`src/rtl/taus_pkg.sv`:
```
// taus_pkg: shared types and constants for the Tausworthe generator and checker
package taus_pkg;
  typedef enum logic [1:0] {
    ST_IDLE    = 2'd0,
    ST_ACQUIRE = 2'd1,
    ST_LOCKED  = 2'd2,
    ST_LOST    = 2'd3
  } taus_fsm_t;
  localparam logic [31:0] SEED0_MIN = 32'd2;
  localparam logic [31:0] SEED1_MIN = 32'd8;
  localparam logic [31:0] SEED2_MIN = 32'd16;
  typedef struct packed {
    logic [31:0] s0;
    logic [31:0] s1;
    logic [31:0] s2;
  } taus_state_t;
  function automatic logic seed_legal(taus_state_t s);
    return s.s0 >= SEED0_MIN && s.s1 >= SEED1_MIN && s.s2 >= SEED2_MIN;
  endfunction
endpackage

```
`src/rtl/taus_step.sv`:
```
// taus_step: one combinational step of the three-component Tausworthe generator
module taus_step
  import taus_pkg::*;
(
  input  taus_state_t cur,
  output taus_state_t nxt,
  output logic [31:0] word
);
  // next component states and their xor as the output word
  always_comb begin
    nxt.s0 = {cur.s0[19:1], cur.s0[18:6] ^ cur.s0[31:19]};
    nxt.s1 = {cur.s1[27:3], cur.s1[29:23] ^ cur.s1[31:25]};
    nxt.s2 = {cur.s2[14:4], cur.s2[28:8] ^ cur.s2[31:11]};
    word   = nxt.s0 ^ nxt.s1 ^ nxt.s2;
  end
endmodule

```
`config.mk`:
```
export PLATFORM = sky130hd
export DESIGN_NAME = taus_step
export DESIGN_NICKNAME = d
export VERILOG_FILES = /design/src/rtl/taus_pkg.sv /design/src/rtl/taus_step.sv
export SDC_FILE = /design/constraint.sdc
export NUM_CORES = 1
export LEC_CHECK = 0
export ABC_AREA = 1
export CAP_MARGIN = 20
export CORE_MARGIN = 4
export CORE_UTILIZATION = 30
export DETAILED_ROUTE_END_ITERATION = 6
export PLACE_DENSITY = 0.95
export SLEW_MARGIN = 20
export SYNTH_ARGS = -nofsm -noshare
export SYNTH_HDL_FRONTEND = slang
export SYNTH_SLANG_ARGS = --single-unit
```
`constraint.sdc`:
```
create_clock -name vclk -period 1.5
set_clock_uncertainty 0.1 [all_clocks]
set_input_delay 0.15 -clock vclk [all_inputs]
set_output_delay 0.15 -clock vclk [all_outputs]
set_load 0.03 [all_outputs]
```
### Word level (Yosys, flattened, before mapping)

Index checks and enable logic that the tools add are counted.

* flip-flop bits (word level): 0
* bits in latches: 0
* bits in writable memories: 0
* memory bits (read-only): 0
* input port bits: 96
* output and inout bits: 128
* word-level logic and storage cells: 5
* memories kept: 0

* add/sub/neg operators: 0
* $mul: 0
* divide/modulo/power cells: 0
* magnitude comparators: 0
* eq/ne operators: 0
* shift operators: 0
* multiplexer cells: 0
* bitwise gates (word level): 5
* reductions and logical operators: 0

Operators with widths (number)
* $xor 32x32->32: 2
* $xor 21x21->21: 1
* $xor 13x13->13: 1
* $xor 7x7->7: 1

### Depth between registers and ports, before layout

Gate-level depths: netlist of run 1.

* depth after elaboration: 3
* mapped depth: 7

### Worst setup path before layout of run 1

OpenSTA, ideal clock, no wires.

* path type: input -> output
* start point: in cur[62] (netlist name)
* end point: out word[5]
* arrival: 1101 ps
* path slack: 149 ps
* cell stages on the path: 3
* buffers on the path: 0
* cells stage by stage: xor2_1 -> nand3_1 -> nand2_1

* cells in the longest elaborated chain, start to end: 3

Ends and longest elaborated chain
* start: declaration: RTL line taus_step.sv:5 `input taus_state_t cur,`
* $xor 7x7->7: RTL line taus_step.sv:12 `nxt.s1 = {cur.s1[27:3], cur.s1[29:23] ^ cur.s1[31:25]};`
* $xor 32x32->32 (2 in a row): RTL line taus_step.sv:14 `word = nxt.s0 ^ nxt.s1 ^ nxt.s2;`
* end: declaration: RTL line taus_step.sv:7 `output logic [31:0] word`

No other way between the ends.

### Final worst setup path of run 1

* start point: in cur[15] (netlist name)
* end point: out word[7]

* cells in the longest elaborated chain, start to end: 2

Ends and longest elaborated chain
* $xor 21x21->21: RTL line taus_step.sv:13 `nxt.s2 = {cur.s2[14:4], cur.s2[28:8] ^ cur.s2[31:11]};`
* $xor 32x32->32: RTL line taus_step.sv:14

No other way between the ends.

==> results of run 1 <==
## path summary, 6_finish.rpt
kind	from	end	depth (start not counted)
setup / recovery	cur[15]	word[7]	6
hold / removal	cur[49]	nxt[53]	2
## what timing repair did
action | 4_1_cts | 5_1_grt
resized for setup | 50 | 38
endpoints found under the setup margin | 37 | 19
pin swaps | 3 | 7
## cell families after synthesis
logic type	Yosys count	share of synthesized area [%]
and+or+nand+nor	180	40.1
buffers and inverters	105	32.2
xor gates and xnor gates	59	27.7
## cell type report
class,instances,area share (%)
multi-input cells,239,36.0
well taps,75,2.39
inverters,50,4.85
repair buffers,261,56.8
## critical path, cell delays in order
cell,delay (ns)
clkdlybuf4s50_1,0.47
xnor2_1,0.24
inv_1,0.09
nand2_1,0.07
nand2_1,0.05
buf_4,0.16
## placed cells by master (no fill, tap or decap), types with 13 or more instances in the layout
cell type        count
buf_4              163
inv_1               45
dlymetal6s2s_1      17
nand2_2             21
xnor2_1             36
dlygate4sd2_1       32
nand3_1             13
nand2_1            139
clkdlybuf4s50_1     39
## per-layer routing
| layer | GRT usage (%) | vias up |
|---|---|---|
| li1 | - | 1366 |
| met1 | 17.7 | 1269 |
| met2 | 41.2 | 125 |
| met3 | 3.14 | 8 |
| met4 | 2.97 | 0 |
| met5 | 0 | - |
## stage by stage
stage,worst slack (ns),power (mW)
3_5_place_dp,-0.391,2.14
6_report,0.0305,2.17
2_1_floorplan,0.149,1.21
4_1_cts,-0.0180,2.15
3_3_place_gp,-0.403,2.09
5_1_grt,-0.0296,2.29
## power groups by stage
stage	sequential [mW]	combinational, mW	clock, mW
floorplan	0	1.21	0
global route	0	2.29	0
finish	0	2.17	0
detailed placement	0	2.14	0
CTS	0	2.15	0
global placement	0	2.09	0
==> flow_summary_export.csv, run 1 <==
group,metric,value,unit
status,outcome,"finished, final reports clean",
logic_synthesis,synthTopCellsByCount,"nand2_1 (150), buf_4 (55), inv_1 (45), xnor2_1 (44), xor2_1 (15)",
power,p_sw,1.26,mW
timing,slew_violations,0,
detailed_routing,top_layer,"met4",
detailed_routing,wirelength,8200,um
timing,hold_slack,0.495,ns
timing,max_slew_margin,78.6,%
logic_synthesis,avgSynthCellArea,5.42,um2
detailed_routing,drt-initial-drc-count,33,
global_route,grt.total_usage,18.8,%
floorplan,rows,28,
detailed_routing,first_pass_iters,4,
floorplan,die_width,86.8,um
power,switching_share,57.9,%
logic_synthesis,synth_top_area_cell,"nand2_1",
logic_synthesis,synth_top_area_share,30.2,%
critical_path,end_kind,"primary output",
power,pwr-share-comb,100.0,%
power,p_int,916,uW
detailed_routing,route.detailed.drc,0,
global_route,grt_max_degree,8,
critical_path,start_kind,"input pin",
power,ir_drop,0.440,mV
power,clkPwrFrac,0,%
power,seqPwrFrac,0,%
clocking,post_cts_buffers,0,
logic_synthesis,synth_cell_type_count,10,
logic_synthesis,netlist_area,0.00186,mm2
layout,fin_nets,648,
global_route,grt_pass1_wl,11900,um
global_route,grt_pass1_vias,2809,
layout,ff_latch_area,0,um2
global_route,antenna_found_initial,0,
timing,period_minus_slack,1.47,ns
critical_path,worstPathArrival,1.22,ns
placed_design,dpl.hpwl,7170,um
placed_design,dp.cells,625,
critical_path,crit_required,1.25,ns
logic_synthesis,synth_most_common_cell,"nand2_1",
critical_path,cp_max_fo,2,
layout,layoutNonFillerInstCount,625,
logic_synthesis,synthTopCellsByArea,"nand2_1 (30%), buf_4 (22%), xnor2_1 (21%)",
layout,multiInputGateArea,0.00141,mm2
timing,hold_viol,0,
layout,utilization,65.5,%
timing,grt_setup_unrepaired,"true",
floorplan,die_y,86.8,um
layout,layout-drive-gt1-share,39.3,%
timing,fmax,0.681,GHz
layout,fillerInstances,530,
power,powerDensity,554,mW/mm2
placed_design,gp_congestion,0.825,
floorplan,initial_core_util,31.1,%
placed_design,numPortBuffers,216,
detailed_routing,ant_nets,0,
detailed_routing,wl_per_cell,13.1,um
layout,nClkBuffers,0,
logic_synthesis,synth_warnings,0,
logic_synthesis,ys_seq_area_share,0,%
placed_design,dpl-instance-area,0.00374,mm2
logic_synthesis,netlist_instances,344,
flow_run,maxCapViolations,0,
detailed_routing,m1WireLength,2620,um
layout,nFlopsAndLatches,0,
critical_path,worstSetupPathType,"input pin to primary output",
timing,tns,0,ns
layout,area_growth_syn_to_layout,110,%
clocking,hold_buffers,0,
min_path,hold_path.class,"input pin to primary output",
detailed_routing,num_vias,2768,
detailed_routing,via_per_inst,4.43,
layout,final_area,0.00392,mm2
timing,setup_viol_count_final,0,
timing,tightest_slew,0.321,ns
layout,diodes,0,
power,power_leakage,2.40,nW
global_route,grt-ovfl-total,0,
detailed_routing,wl_met2,4750,um
floorplan,coreArea,0.00599,mm2
detailed_routing,wl_met3,735,um
floorplan,dieArea,0.00754,mm2
floorplan,ios,224,
logic_synthesis,synth_fp_nets,440,
timing,min_period_over_period,98.0,%
(Power assumes the default switching activity.)
==> run 2: changes to the inputs <==
- PLACE_DENSITY: 0.95 -> default
- PLACE_DENSITY_LB_ADDON: default -> 0.08
==> flow_summary_export.csv, run 2 (synthesized netlist as in run 1, its figures left out) <==
group,metric,value,unit
status,outcome,"finished, final reports clean",
min_path,hold_path.class,"input pin to primary output",
layout,layout-drive-gt1-share,36.9,%
clocking,post_cts_buffers,0,
critical_path,slowest_delay,0.51,ns
global_route,grt_pass1_wl,9800,um
layout,area_growth_syn_to_layout,104,%
global_route,grt_max_degree,8,
floorplan,rows,28,
timing,tightest_slew,0.321,ns
layout,fin_nets,642,
detailed_routing,wl_per_cell,11.0,um
power,ir_drop,0.329,mV
detailed_routing,route.detailed.drc,0,
clocking,hold_buffers,0,
placed_design,numPortBuffers,216,
power,powerDensity,548,mW/mm2
critical_path,cp_slowest_cell,"clkdlybuf4s50_1",
layout,utilization,63.6,%
critical_path,cp_max_fo,2,
layout,multiInputGateArea,0.00136,mm2
detailed_routing,via_per_inst,4.16,
floorplan,initial_core_util,31.1,%
layout,nFlopsAndLatches,0,
critical_path,start_kind,"input pin",
flow_run,maxCapViolations,0,
timing,final.setup.worst_slack,0.0229,ns
global_route,antenna_found_initial,0,
timing,max_slew_margin,78.6,%
critical_path,worstPathArrival,1.23,ns
critical_path,worstSetupPathType,"input pin to primary output",
layout,fillerInstances,571,
layout,layout_common_cells,"buf_4 (158), nand2_1 (141), clkdlybuf4s50_1 (49)",
placed_design,dpl-instance-area,0.00369,mm2
layout,layout_commonest_cell,"buf_4",
timing,min_period_over_period,98.5,%
placed_design,gp_congestion,0.773,
global_route,grt_pass1_vias,2354,
detailed_routing,num_vias,2578,
timing,hold_slack,0.599,ns
floorplan,ios,224,
detailed_routing,first_pass_iters,4,
detailed_routing,drt-initial-drc-count,28,
timing,fmax,0.677,GHz
layout,final_area,0.00381,mm2
critical_path,crit_chain,"clkdlybuf4s50_1, xor2_1, xnor2_1, buf_4",
global_route,grt-ovfl-total,0,
detailed_routing,ant_nets,0,
layout,ff_latch_area,0,um2
global_route,grt.total_usage,15.5,%
layout,diodes,0,
timing,hold_viol,0,
floorplan,die_y,86.8,um
detailed_routing,wirelength,6810,um
floorplan,coreArea,0.00599,mm2
floorplan,die_width,86.8,um
timing,setup_viol_count_final,0,
timing,slew_violations,0,
floorplan,dieArea,0.00754,mm2
critical_path,crit_required,1.25,ns
layout,nClkBuffers,0,
critical_path,end_kind,"primary output",
timing,period_minus_slack,1.48,ns
placed_design,dp_slack,-0.289,ns
timing,grt_setup_unrepaired,"true",
placed_design,dpl.hpwl,6270,um
power,power_leakage,2.28,nW
run 2: cell count changes in the layout (fill, tap and decap cells not counted):
cell             previous run  this run
clkdlybuf4s15_2             1         0
buf_4                     163       158
nand2_1                   139       141
xnor2_2                     8         6
clkdlybuf4s50_1            39        49
dlygate4sd2_1              32        30
buf_6                       8         7
xor2_2                      8         4
xnor2_1                    36        38
dlymetal6s2s_1             17        10
nand2_2                    21        19
xor2_1                      7        11
run 2: path summary, 6_finish.rpt:
check,endpoint,cells after the start,start,slack [ns]
worst max-delay path,word[14],4,cur[25],0.02
worst min-delay path,nxt[90],3,cur[78],0.60
run 2: layer usage:
layer / GRT usage (%) / wire (um) / vias up
met2: 32.6 / 3700 / 121
met5: 0 / 0 / -
met4: 0.850 / 40 / 0
met3: 4.09 / 785 / 4
li1: - / - / 1361
met1: 15.3 / 2280 / 1092
run 2: area by class of cell:
type                            count  area share (%)
Inverter                           50            4.99
Tap cell                           75            2.46
Timing Repair Buffer              255            56.8
Multi-Input combinational cell    239            35.7
run 2: repair_timing:
action,in CTS,in global routing
pin swaps,1,3
cloned,0,0
resized for setup,40,27
setup endpoints to repair,28,16
run 2: through the flow:
step / power [mW] / setup TNS (ns) / instances
after floorplan: 1.21 / 0 / 344
after global placement: 2.06 / -1.11 / 619
after detailed placement: 2.08 / -1.56 / 619
after CTS: 2.08 / 0 / 619
after global routing: 2.21 / -0.229 / 619
final: 2.09 / 0 / 619
run 2: worst max-delay path, delay by kind of cell:
kind,cells,cell delay (ns)
xor gates and xnor gates,2,0.39
buffers and inverters,2,0.69
run 2: report_power, final:
part / internal, mW / total (mW) / switching (mW)
registers: 0 / 0 / 0
logic: 0.886 / 2.09 / 1.20
clock network: 0 / 0 / 0
==> run 3: changes to the inputs <==
- CELL_PAD_IN_SITES_DETAIL_PLACEMENT: default -> 1
- CELL_PAD_IN_SITES_GLOBAL_PLACEMENT: default -> 1
- CORE_ASPECT_RATIO: default -> 1.2
- CORE_UTILIZATION: 30 -> 17
==> flow_summary_export.csv, run 3 (synthesized netlist as in run 1, its figures left out) <==
group,metric,value,unit
placed_design,dp_slack,-0.198,ns
layout,layoutNonFillerInstCount,684,
placed_design,dp.cells,682,
placed_design,numPortBuffers,216,
status,outcome,"finished, violations left",
timing,max_slew_margin,81.0,%
critical_path,cp_slowest_cell,"clkdlybuf4s50_1",
critical_path,crit_required,1.25,ns
min_path,worstHoldStart,"cur[35]",
critical_path,cp_num_buf_inv,2,
critical_path,cp_max_fo,2,
detailed_routing,num_vias,2677,
status,violations,"negative setup slack",
power,power_leakage,2.41,nW
critical_path,end_kind,"primary output",
layout,layout_commonest_cell,"buf_4",
min_path,min_to,"nxt[39]",
floorplan,die_width,104,um
layout,utilization,38.2,%
critical_path,slowest_delay,0.55,ns
global_route,grt_pass1_vias,2720,
power,powerDensity,534,mW/mm2
timing,hold_slack,0.529,ns
critical_path,worstSetupPathType,"input pin to primary output",
floorplan,coreArea,0.0106,mm2
global_route,antenna_found_initial,1,
power,ir_drop,0.226,mV
global_route,grt-ovfl-total,0,
min_path,hold_path.class,"input pin to primary output",
placed_design,dpl.hpwl,7470,um
timing,fmax,0.653,GHz
floorplan,dieArea,0.0127,mm2
floorplan,initial_core_util,17.6,%
layout,fillerInstances,1384,
timing,setup_viol_count_final,1,
critical_path,start_kind,"input pin",
detailed_routing,ant_nets,0,
detailed_routing,drt-initial-drc-count,25,
flow_run,maxCapViolations,0,
layout,nClkBuffers,0,
timing,min_period_over_period,102,%
timing,period_minus_slack,1.53,ns
global_route,grt_max_degree,6,
detailed_routing,first_pass_iters,4,
layout,area_growth_syn_to_layout,117,%
layout,nFlopsAndLatches,0,
timing,slew_violations,0,
layout,final_area,0.00405,mm2
timing,tns,-0.0309,ns
placed_design,dpl-instance-area,0.00386,mm2
floorplan,die_y,123,um
floorplan,rows,41,
floorplan,ios,224,
timing,hold_viol,0,
global_route,grt_pass1_wl,12200,um
detailed_routing,via_per_inst,3.91,
critical_path,worstPathArrival,1.28,ns
detailed_routing,wirelength,8040,um
layout,multiInputGateArea,0.00143,mm2
critical_path,crit_chain,"clkdlybuf4s50_1, xor2_1, xnor2_1, buf_4",
detailed_routing,wl_per_cell,11.8,um
layout,ff_latch_area,0,um2
min_path,holdPathStages,2,
layout,layout-drive-gt1-share,41.2,%
power,power,2.17,mW
layout,fin_nets,652,
layout,layout_common_cells,"buf_4 (170), nand2_1 (132), inv_1 (45)",
detailed_routing,route.detailed.drc,0,
timing,tightest_slew,0.284,ns
placed_design,gp_congestion,0.731,
global_route,grt.total_usage,11.1,%
timing,grt_setup_unrepaired,"true",
clocking,hold_buffers,0,
critical_path,crit_family,"buffers and inverters",
timing,final.setup.worst_slack,-0.0309,ns
run 3: changes by cell type in the layout (fill, tap and decap cells not counted), moves of 5 or more:
cell,change
buf_4,+12
nand2_1,-9
nand2_2,+9
dlymetal6s2s_1,+7
clkdlybuf4s50_1,-9
xor2_2,+5
xor2_1,-5
run 3: how the worst max path moves through the flow:
stage,startpoint,endpoint,slack [ns],cells past startpoint
5_1_grt,cur[25],word[14],-0.06,4
3_3_place_gp,cur[58],word[1],-0.17,9
4_1_cts,cur[25],word[17],-0.01,4
3_5_place_dp,cur[58],word[1],-0.20,9
6_report,cur[25],word[14],-0.03,4
2_1_floorplan,cur[62],word[5],0.15,3
run 3: repair_timing:
action,in CTS,in global routing
resized for setup,37,52
endpoints found under the setup margin,35,21
endpoints found under the hold margin,0,0
pin swaps,2,9
buffers inserted,0,1
run 3: layout make-up:
class | instances | area share [%]
antenna | 1 | 0.0618
inverter | 50 | 4.63
multi-input combinational | 239 | 35.4
tap | 129 | 3.98
timing repair buffer | 265 | 56.0
run 3: per-layer routing:
| metal | GRT usage (%) | wire (um) | vias up | part of all wire (%) |
|---|---|---|---|---|
| met5 | 0 | 0 | - | 0 |
| met3 | 2.68 | 709 | 0 | 8.8 |
| met2 | 24.1 | 4570 | 113 | 57 |
| met4 | 0 | 0 | 0 | 0 |
| li1 | - | - | 1366 | - |
| met1 | 11.3 | 2760 | 1198 | 34 |
run 3: power breakdown:
part	internal [mW]	switching [mW]
Sequential	0	0
Combinational	0.929	1.24
Clock	0.0000000891	0
Total	0.929	1.24
